## config.mk

```make
export PLATFORM = sky130hd
export DESIGN_NAME = alien_hit_detector
export DESIGN_NICKNAME = d
export VERILOG_FILES = /design/src/rtl/alien_hit_detector.sv
export SDC_FILE = /design/constraint.sdc
export NUM_CORES = 1
export LEC_CHECK = 0
export BUFFER_PORTS_ARGS = -buffer_cell sky130_fd_sc_hd__buf_2
export CORE_UTILIZATION = 56
export DETAILED_ROUTE_END_ITERATION = 6
export PLACE_DENSITY = 0.91
export SLEW_MARGIN = 10
export SYNTH_ARGS = -nofsm -noshare
export SYNTH_HDL_FRONTEND = slang
export SYNTH_SLANG_ARGS = --single-unit
```

## constraint.sdc

```tcl
create_clock -name clk -period 2.8 [get_ports clk]
set_input_delay 0 -clock clk [delete_from_list [all_inputs] [get_ports clk]]
set_output_delay 0 -clock clk [all_outputs]
set_load 0.02 [all_outputs]
```

## src/rtl/alien_hit_detector.sv

```systemverilog
// -----------------------------------------------------------------------------
// alien_hit_detector
//
// Watches the VGA scan for a pixel where the player bullet and an alien overlap,
// then turns that scan position into the (row, column) index of the alien that
// was hit. The index is found by repeated subtraction of the alien pitch, one
// step per clock, so no divider is needed. The result is offered to the
// formation controller over a valid/ready handshake, and bullet_kill pulses on
// acceptance so the bullet can be retired. At most one hit is taken per frame.
//
// Ports
//   clk          system / pixel clock
//   rst          asynchronous reset, active high
//   scan_x/y     current VGA scan position (16 bit)
//   frame_start  one-cycle pulse at the start of each frame
//   alien_pixel  any alien graphic lit at the scan position
//   bullet_pixel player bullet graphic lit at the scan position
//   formation_x/y top-left of alien [0][0]
//   hit_valid    hit_row/hit_col valid, held until accepted
//   hit_ready    consumer accepts the hit when high together with hit_valid
//   hit_row/col  index of the hit alien
//   bullet_kill  one-cycle pulse after the hit handshake
//   busy         high whenever a resolution or report is in progress
// -----------------------------------------------------------------------------
module alien_hit_detector #(
    parameter int          NUM_ROWS        = 2,
    parameter int          NUM_COLUMNS     = 4,
    parameter logic [15:0] ALIEN_SPACING_X = 16'd40,
    parameter logic [15:0] ALIEN_SPACING_Y = 16'd40,
    localparam int         ROW_W  = (NUM_ROWS > 1) ? $clog2(NUM_ROWS) : 1,
    localparam int         COL_W  = (NUM_COLUMNS > 1) ? $clog2(NUM_COLUMNS) : 1,
    // Working counters must be able to reach NUM_ROWS / NUM_COLUMNS itself,
    // which is how an out-of-formation position is recognised.
    localparam int         RCNT_W = $clog2(NUM_ROWS + 1),
    localparam int         CCNT_W = $clog2(NUM_COLUMNS + 1)
) (
    input  logic             clk,
    input  logic             rst,
    input  logic [15:0]      scan_x,
    input  logic [15:0]      scan_y,
    input  logic             frame_start,
    input  logic             alien_pixel,
    input  logic             bullet_pixel,
    input  logic [15:0]      formation_x,
    input  logic [15:0]      formation_y,
    output logic             hit_valid,
    input  logic             hit_ready,
    output logic [ROW_W-1:0] hit_row,
    output logic [COL_W-1:0] hit_col,
    output logic             bullet_kill,
    output logic             busy
);

    typedef enum logic [2:0] {
        IDLE,
        DIV_X,
        DIV_Y,
        CHECK,
        REPORT
    } state_t;

    state_t            state_q, state_d;
    logic [15:0]       dx_q, dx_d;
    logic [15:0]       dy_q, dy_d;
    logic [CCNT_W-1:0] col_q, col_d;
    logic [RCNT_W-1:0] row_q, row_d;
    logic              frame_hit_q, frame_hit_d;
    logic [ROW_W-1:0]  hit_row_q, hit_row_d;
    logic [COL_W-1:0]  hit_col_q, hit_col_d;
    logic              bullet_kill_q, bullet_kill_d;

    logic              coincidence;
    logic              in_formation;

    // frame_start takes priority: a coincidence on the same cycle is not taken.
    assign coincidence  = alien_pixel & bullet_pixel & ~frame_hit_q & ~frame_start;
    assign in_formation = (scan_x >= formation_x) && (scan_y >= formation_y);

    // NOTE: every signal written here gets a default first, so no path through
    // the case statement can leave a value unassigned and infer a latch.
    always_comb begin
        state_d       = state_q;
        dx_d          = dx_q;
        dy_d          = dy_q;
        col_d         = col_q;
        row_d         = row_q;
        frame_hit_d   = frame_hit_q;
        hit_row_d     = hit_row_q;
        hit_col_d     = hit_col_q;
        bullet_kill_d = 1'b0;

        case (state_q)
            IDLE: begin
                if (coincidence && in_formation) begin
                    dx_d        = scan_x - formation_x;
                    dy_d        = scan_y - formation_y;
                    col_d       = '0;
                    row_d       = '0;
                    frame_hit_d = 1'b1;
                    state_d     = DIV_X;
                end
            end

            DIV_X: begin
                // Stopping at NUM_COLUMNS bounds latency for far-right positions.
                if (col_q == CCNT_W'(NUM_COLUMNS)) begin
                    state_d = DIV_Y;
                end else if (dx_q >= ALIEN_SPACING_X) begin
                    dx_d  = dx_q - ALIEN_SPACING_X;
                    col_d = col_q + 1'b1;
                end else begin
                    state_d = DIV_Y;
                end
            end

            DIV_Y: begin
                if (row_q == RCNT_W'(NUM_ROWS)) begin
                    state_d = CHECK;
                end else if (dy_q >= ALIEN_SPACING_Y) begin
                    dy_d  = dy_q - ALIEN_SPACING_Y;
                    row_d = row_q + 1'b1;
                end else begin
                    state_d = CHECK;
                end
            end

            CHECK: begin
                if ((col_q >= CCNT_W'(NUM_COLUMNS)) || (row_q >= RCNT_W'(NUM_ROWS))) begin
                    // Scan was inside the bounding origin but past the last
                    // alien: give the frame back so a real hit can still count.
                    frame_hit_d = 1'b0;
                    state_d     = IDLE;
                end else begin
                    hit_row_d = row_q[ROW_W-1:0];
                    hit_col_d = col_q[COL_W-1:0];
                    state_d   = REPORT;
                end
            end

            REPORT: begin
                if (hit_ready) begin
                    bullet_kill_d = 1'b1;
                    state_d       = IDLE;
                end
            end

            default: state_d = IDLE;
        endcase

        // A new frame re-arms detection regardless of state; an in-flight
        // resolution continues untouched.
        if (frame_start) begin
            frame_hit_d = 1'b0;
        end
    end

    // NOTE: sequential state uses non-blocking assignments so every register
    // samples the pre-edge values, independent of statement order.
    always_ff @(posedge clk or posedge rst) begin
        if (rst) begin
            state_q       <= IDLE;
            dx_q          <= '0;
            dy_q          <= '0;
            col_q         <= '0;
            row_q         <= '0;
            frame_hit_q   <= 1'b0;
            hit_row_q     <= '0;
            hit_col_q     <= '0;
            bullet_kill_q <= 1'b0;
        end else begin
            state_q       <= state_d;
            dx_q          <= dx_d;
            dy_q          <= dy_d;
            col_q         <= col_d;
            row_q         <= row_d;
            frame_hit_q   <= frame_hit_d;
            hit_row_q     <= hit_row_d;
            hit_col_q     <= hit_col_d;
            bullet_kill_q <= bullet_kill_d;
        end
    end

    assign hit_valid   = (state_q == REPORT);
    assign busy        = (state_q != IDLE);
    assign hit_row     = hit_row_q;
    assign hit_col     = hit_col_q;
    assign bullet_kill = bullet_kill_q;

endmodule

```

Word-level counts from Yosys, hierarchy flattened
Cells that the tools add are included.
{ "word_totals": {"mem_bits_rw": 0, "latch_bits": 0, "regBits": 45, "elab_cells": 86, "romBits": 0, "out_inout_bits": 6, "input_bits": 70, "n_memories": 0} }
{ "classes": {"n_mux": 30, "div": 0, "n_bitwise": 6, "add_sub_neg": 6, "order_cmp": 6, "eq_ne": 16, "shift": 0, "multipliers": 0, "n_reduce_logical": 13} }
{ "op_table": {"columns": ["op", "n"], "rows": [
  ["2-to-1 mux 16 bit", 6],
  ["case mux 16 bit (2 select lines)", 2],
  [">= comparator 16 bit", 2],
  [">= comparator 16 x 6 -> 1 bit, second input constant", 2],
  ["subtractor 16 bit", 2],
  ["subtractor 16 x 6 -> 16 bit, second input constant", 2],
  ["2-to-1 mux 3 bit", 10],
  ["case mux 3 bit (5 select lines)", 1],
  ["inequality test 3 bit, second input constant", 4],
  ["AND reduction 4 bit", 3],
  ["inequality test 2 bit, second input constant", 5],
  ["equality test 3 x 2 -> 1 bit, second input constant", 2],
  ["equality test 3 bit, second input constant", 2],
  ["2-to-1 mux 2 bit", 3],
  ["case mux 3 bit (2 select lines)", 1],
  ["nonzero test 3 bit", 2],
  ["2-to-1 mux 1 bit", 5],
  ["case mux 2 bit (2 select lines)", 1],
  ["nonzero test 2 bit", 2],
  ["adder 3 x 1 -> 3 bit, second input constant", 1],
  ["bitwise AND 1 bit", 3],
  ["equality test 3 x 1 -> 1 bit, second input constant", 1],
  [">= comparator 3 bit, second input constant", 1],
  ["zero test 3 bit", 1],
  ["other kinds (10)", 13]
]} }

Logic depth before layout (Yosys ltp)
{ "logic_depth": {"ltp_word": 7, "depth_mapped": 13, "depth_no_buf": 11} }

Worst setup path after synthesis
No wires, ideal clock.
{ "synth_timing": {"path_type": "input -> register", "start": "input port scan_y[0]", "end": "register dy_q[15]", "setup_ns": 0.129, "arrival_ns": 2.159, "path_stages": 13, "n_path_buf": 2, "setup_slack_ns": 0.512, "required_ns": 2.671, "cell_sequence": "inv_1 -> ha_1 -> fa_1 -> nand2b_1 -> a21oi_1 -> o211ai_1 -> a31oi_1 -> nand4b_2 -> and2_1 -> buf_4 -> buf_4 -> o22ai_1 -> o21ai_0"} }
{ "synth_via": {"elab_chain_len": 5, "word_cells_on_any_way": 8, "classes_between": "1 x add/sub; 1 x order compare; 1 x eq/ne; 2 x mux; 3 x reduce/logical"} }
{ "synth_rtl": {"columns": ["item", "line", "text"], "rows": [
  ["from (decl)", "40", "input logic [15:0] scan_y,"],
  [">= comparator 16 bit", "77", "assign in_formation = (scan_x >= formation_x) && (scan_y >= formation_y);"],
  ["logical AND 1 bit", "77", null],
  ["logical AND 1 bit", "94", "if (coincidence && in_formation) begin"],
  ["inequality test 2 bit (no line)", null, null],
  ["AND reduction 4 bit (no line)", null, null],
  ["to (signal assigned)", "173", "dy_q <= dy_d;"],
  ["to (decl)", "64", "logic [15:0] dy_q, dy_d;"]
]} }
Parallel ways exist; a longest one is shown, timed or not. The select of a mux whose other input is x is not followed.
A chain may end at the register's enable or synchronous reset.

Worst setup path after layout
{ "layout_timing": {"start": "register dy_q[3]", "end": "register dy_q[13]"} }
{ "layout_via": {"elab_chain_len": 4, "word_cells_on_any_way": 7, "classes_between": "1 x add/sub; 1 x order compare; 1 x eq/ne; 3 x mux; 1 x reduce/logical"} }
{ "layout_rtl": {"columns": ["item", "line", "text"], "rows": [
  ["subtractor 16 x 6 -> 16 bit", "120", "dy_d = dy_q - ALIEN_SPACING_Y;"],
  ["2-to-1 mux 16 bit", "119", "end else if (dy_q >= ALIEN_SPACING_Y) begin"],
  ["2-to-1 mux 16 bit", "117", "if (row_q == RCNT_W'(NUM_ROWS)) begin"],
  ["case mux 16 bit (2 select lines)", "92", "case (state_q)"]
]} }
Parallel ways exist; a longest one is shown, timed or not. The select of a mux whose other input is x is not followed.

==> insert_results.sql <==
INSERT INTO impl_metrics (metric_group, metric, value, unit) VALUES
('setup_path', 'setup.worst_path.end_class', 'flip-flop', ''),
('setup_path', 'timing.critical_path.cells', 'o21ai_1 > nand2b_1 > or4b_1 > nor3_2 > a211o_2 > and2_1 > buf_4 > o21ai_0 > o211ai_1', ''),
('clocking', 'tritoncts_num_sinks', '39', ''),
('yosys', 'post_synth_inst_count', '474', ''),
('floorplan', 'dieHeight', '84.3', 'um'),
('layout', 'mostFrequentLayoutCells', 'sky130_fd_sc_hd__buf_2, sky130_fd_sc_hd__a21oi_1, sky130_fd_sc_hd__inv_1', ''),
('power_and_ir_drop', 'pwrdens', '756', 'nW/um^2'),
('clocking', 'ctsHtreeMaxLevel', '2', ''),
('power_and_ir_drop', 'leakagePower', '2.20', 'nW'),
('yosys', 'synth-edff-count', '0', ''),
('hold_path', 'worstHoldPathCells', '4', ''),
('sta', 'final.min_clock_period', '2.47', 'ns'),
('status', 'violations_in_the_final_reports', 'design-rule violations', ''),
('routing', 'initialDrtViolationCount', '283', ''),
('power_and_ir_drop', 'ir_worst_vdd', '0.320', 'mV'),
('routing', 'drtPass1Iterations', '7', ''),
('clocking', 'clock_network_latency_to_the_later_pin_of_the_worst_skew_pair', '0.29', 'ns'),
('sta', 'fin_hold_ws', '0.216', 'ns'),
('flow_run', 'drv.max_cap_violation_count', '0', ''),
('clocking', 'tritoncts', 'yes', ''),
('floorplan', 'floorplan.core_area', '6460', 'sq um'),
('setup_path', 'critical_path.startpoint_type', 'flip-flop', ''),
('setup_path', 'critical_path_at', '2.67', 'ns'),
('routing', 'wl_per_cell', '13.7', 'um'),
('sta', 'report.final.setup_viol', '0', ''),
('setup_path', 'worst-r2r-setup-slack', '0.33', 'ns'),
('yosys', 'synth_async_sr_flop_share', '100', '%'),
('yosys', 'ys_ff_latch', '39', ''),
('yosys', 'ys_top_cells_by_area', 'sky130_fd_sc_hd__dfrtp_1, sky130_fd_sc_hd__ha_1, sky130_fd_sc_hd__a21oi_1, sky130_fd_sc_hd__o21ai_0, sky130_fd_sc_hd__inv_1', ''),
('sta', 'timing.slew.headroom', '51.6', '%'),
('layout', 'most_frequent_standard_cell_in_the_layout_excluding_fill_and_tap_cells', 'sky130_fd_sc_hd__buf_2', ''),
('routing', 'drt_antenna_net_count', '0', ''),
('layout', 'insertedDiodeCount', '0', ''),
('routing', 'total_via_count_after_detailed_routing', '3765', ''),
('layout', 'fin_nets', '663', ''),
('placement', 'port_buffers', '75', ''),
('placement', 'post-place-ws', '0.323', 'ns'),
('setup_path', 'endpoint_of_the_lowest_slack_register_to_register_path', 'dy_q[13]', ''),
('yosys', 'netlist.top_cell.by_area', 'sky130_fd_sc_hd__dfrtp_1', ''),
('sta', 'final.setup.worst_slack', '0.333', 'ns'),
('floorplan', 'rows', '29', ''),
('layout', 'area_growth_syn_to_layout', '14.3', '%'),
('clocking', 'cts_made_buffers', '5', ''),
('yosys', 'yosysWarnings', '0', ''),
('routing', 'drcViolationCount', '8', ''),
('yosys', 'syn-mean-instance-area', '8.01', 'sq um'),
('grt', 'grt_use_total', '25.6', '%'),
('hold_path', 'timing.hold.worst.start', 'scan_y[15]', ''),
('sta', 'final.period_utilization', '88.1', '%'),
('hold_path', 'hold_end', 'dy_q[15]', ''),
('yosys', 'synth_flop_cell', 'sky130_fd_sc_hd__dfrtp_1', ''),
('clocking', 'cts.reportedPaths.clkPinSlew', '0.08', 'ns'),
('yosys', 'synth_fp_nets', '583', ''),
('grt', 'antenna_found_initial', '0', ''),
('placement', 'gp_congestion', '0.965', ''),
('layout', 'layout-drive-gt1-share', '20.2', '%'),
('setup_path', 'critPathRequiredTime', '3.00', 'ns'),
('floorplan', 'die_area', '7110', 'sq um'),
('yosys', 'syn-cell-area', '3800', 'sq um'),
('yosys', 'register_area_share_after_synthesis', '25.7', '%'),
('sta', 'worst_slew_pin_slew', '0.724', 'ns'),
('status', 'result_of_the_run', 'complete, but fails checks', ''),
('placement', 'detailed_place_hpwl', '6870', 'um'),
('sta', 'timing.final.max_slew_violations', '0', ''),
('sta', 'max_clock_freq', '405', 'MHz'),
('setup_path', 'crit_type', 'reg2reg', ''),
('clocking', 'post_cts_buffers', '0', ''),
('sta', 'fin_clk_skew', '0.00849', 'ns'),
('routing', 'viasPerCell', '5.96', ''),
('floorplan', 'die_w', '84.3', 'um'),
('setup_path', 'crit_path_max_fanout', '11', '');
==> power by group <==
group          internal (W)  switching (W)
Combinational      0.000762        0.00108
Sequential         0.000810       0.000257
Clock              0.000175       0.000195
==> layout make-up <==
type	instances	area [sq um]
Clock inverter	1	5.00
Clock buffer	7	76.3
Inverter	45	169
Sequential cell	39	976
Fill cell	525	2120
Timing Repair Buffer	88	480
Tap cell	77	96.3
Multi-Input combinational cell	375	2540
==> metrics by stage <==
step                power [W]  area (sq um)  std cells  util (%)
finish                0.00328          4340        632      67.2
global route          0.00359          4340        632      67.2
CTS                   0.00327          4340        632      67.2
detailed placement    0.00290          4230        621      65.5
global placement      0.00281          4230        621      65.5
floorplan             0.00252          3800        474         -
==> worst max-delay path by stage <==
stage,cells past startpoint,slack (ns),endpoint,startpoint
global placement,9,0.45,dy_q[13],dy_q[3]
finish,9,0.33,dy_q[13],dy_q[3]
global route,9,0.04,dy_q[13],dy_q[3]
CTS,9,0.34,dy_q[13],dy_q[3]
detailed placement,9,0.32,dy_q[13],dy_q[3]
floorplan,13,0.51,dy_q[15],scan_y[0]
==> logic make-up after synthesis <==
family / count (synthesis) / synth area share, %
compound gates: 164 / 27.1
xor+xnor: 24 / 5.54
fa+ha+maj: 39 / 13.2
buf+inv: 60 / 7.45
flops: 39 / 25.7
mux: 1 / 0.264
simple gates: 147 / 20.7
==> per-layer routing <==
| layer | vias to the layer above | track usage (%) | share of wire, % |
|---|---|---|---|
| met5 | - | 0 | 0 |
| met4 | 0 | 8.17 | 1.7 |
| met3 | 17 | 3.64 | 6.6 |
| met2 | 149 | 41.7 | 44 |
| met1 | 1738 | 35.2 | 48 |
| li1 | 1861 | - | - |
==> sequential cells by signal, summed over array words and instances, names as in the netlist <==
register	flops
hit_col	2
state_q	3
hit_row	1
dx_q	13
col_q	3
bullet_kill	1
dy_q	13
row_q	2
frame_hit_q	1
==> worst max-delay path: cells and delay by family (launching register included) <==
| kind | cells | cell delay, ns |
|---|---|---|
| buffers and inverters | 1 | 0.22 |
| AOI/OAI and AO/OA | 4 | 0.59 |
| and+or+nand+nor | 4 | 1.19 |
| DFF | 1 | 0.38 |
==> synth_stat cells (4+ instances only) <==
master and number:
sky130_fd_sc_hd__inv_1 45, sky130_fd_sc_hd__o21ai_0 38, sky130_fd_sc_hd__o21bai_1 4, sky130_fd_sc_hd__xor2_1 12, sky130_fd_sc_hd__xnor2_1 12, sky130_fd_sc_hd__or3_1 7, sky130_fd_sc_hd__a31oi_1 7, sky130_fd_sc_hd__or2_2 4
sky130_fd_sc_hd__nor3_1 10, sky130_fd_sc_hd__dfrtp_1 39, sky130_fd_sc_hd__nand2b_1 9, sky130_fd_sc_hd__and4_1 5, sky130_fd_sc_hd__and2_1 5, sky130_fd_sc_hd__nor2b_1 9, sky130_fd_sc_hd__clkbuf_1 7, sky130_fd_sc_hd__a21oi_1 46
sky130_fd_sc_hd__ha_1 37, sky130_fd_sc_hd__nand2_1 30, sky130_fd_sc_hd__nor4_1 5, sky130_fd_sc_hd__nand3_1 6, sky130_fd_sc_hd__a211oi_1 5, sky130_fd_sc_hd__nor2_1 39, sky130_fd_sc_hd__o21ai_2 4, sky130_fd_sc_hd__o21ai_1 11
sky130_fd_sc_hd__a22oi_1 4, sky130_fd_sc_hd__a21o_1 10, sky130_fd_sc_hd__o211ai_1 6
==> what timing repair did <==
item                                   in CTS  in global routing
hold buffers                                3                  0
gates resized for setup                     0                  0
endpoints found under the hold margin      42                  0
No activity file was read; power rests on OpenSTA's default activity.
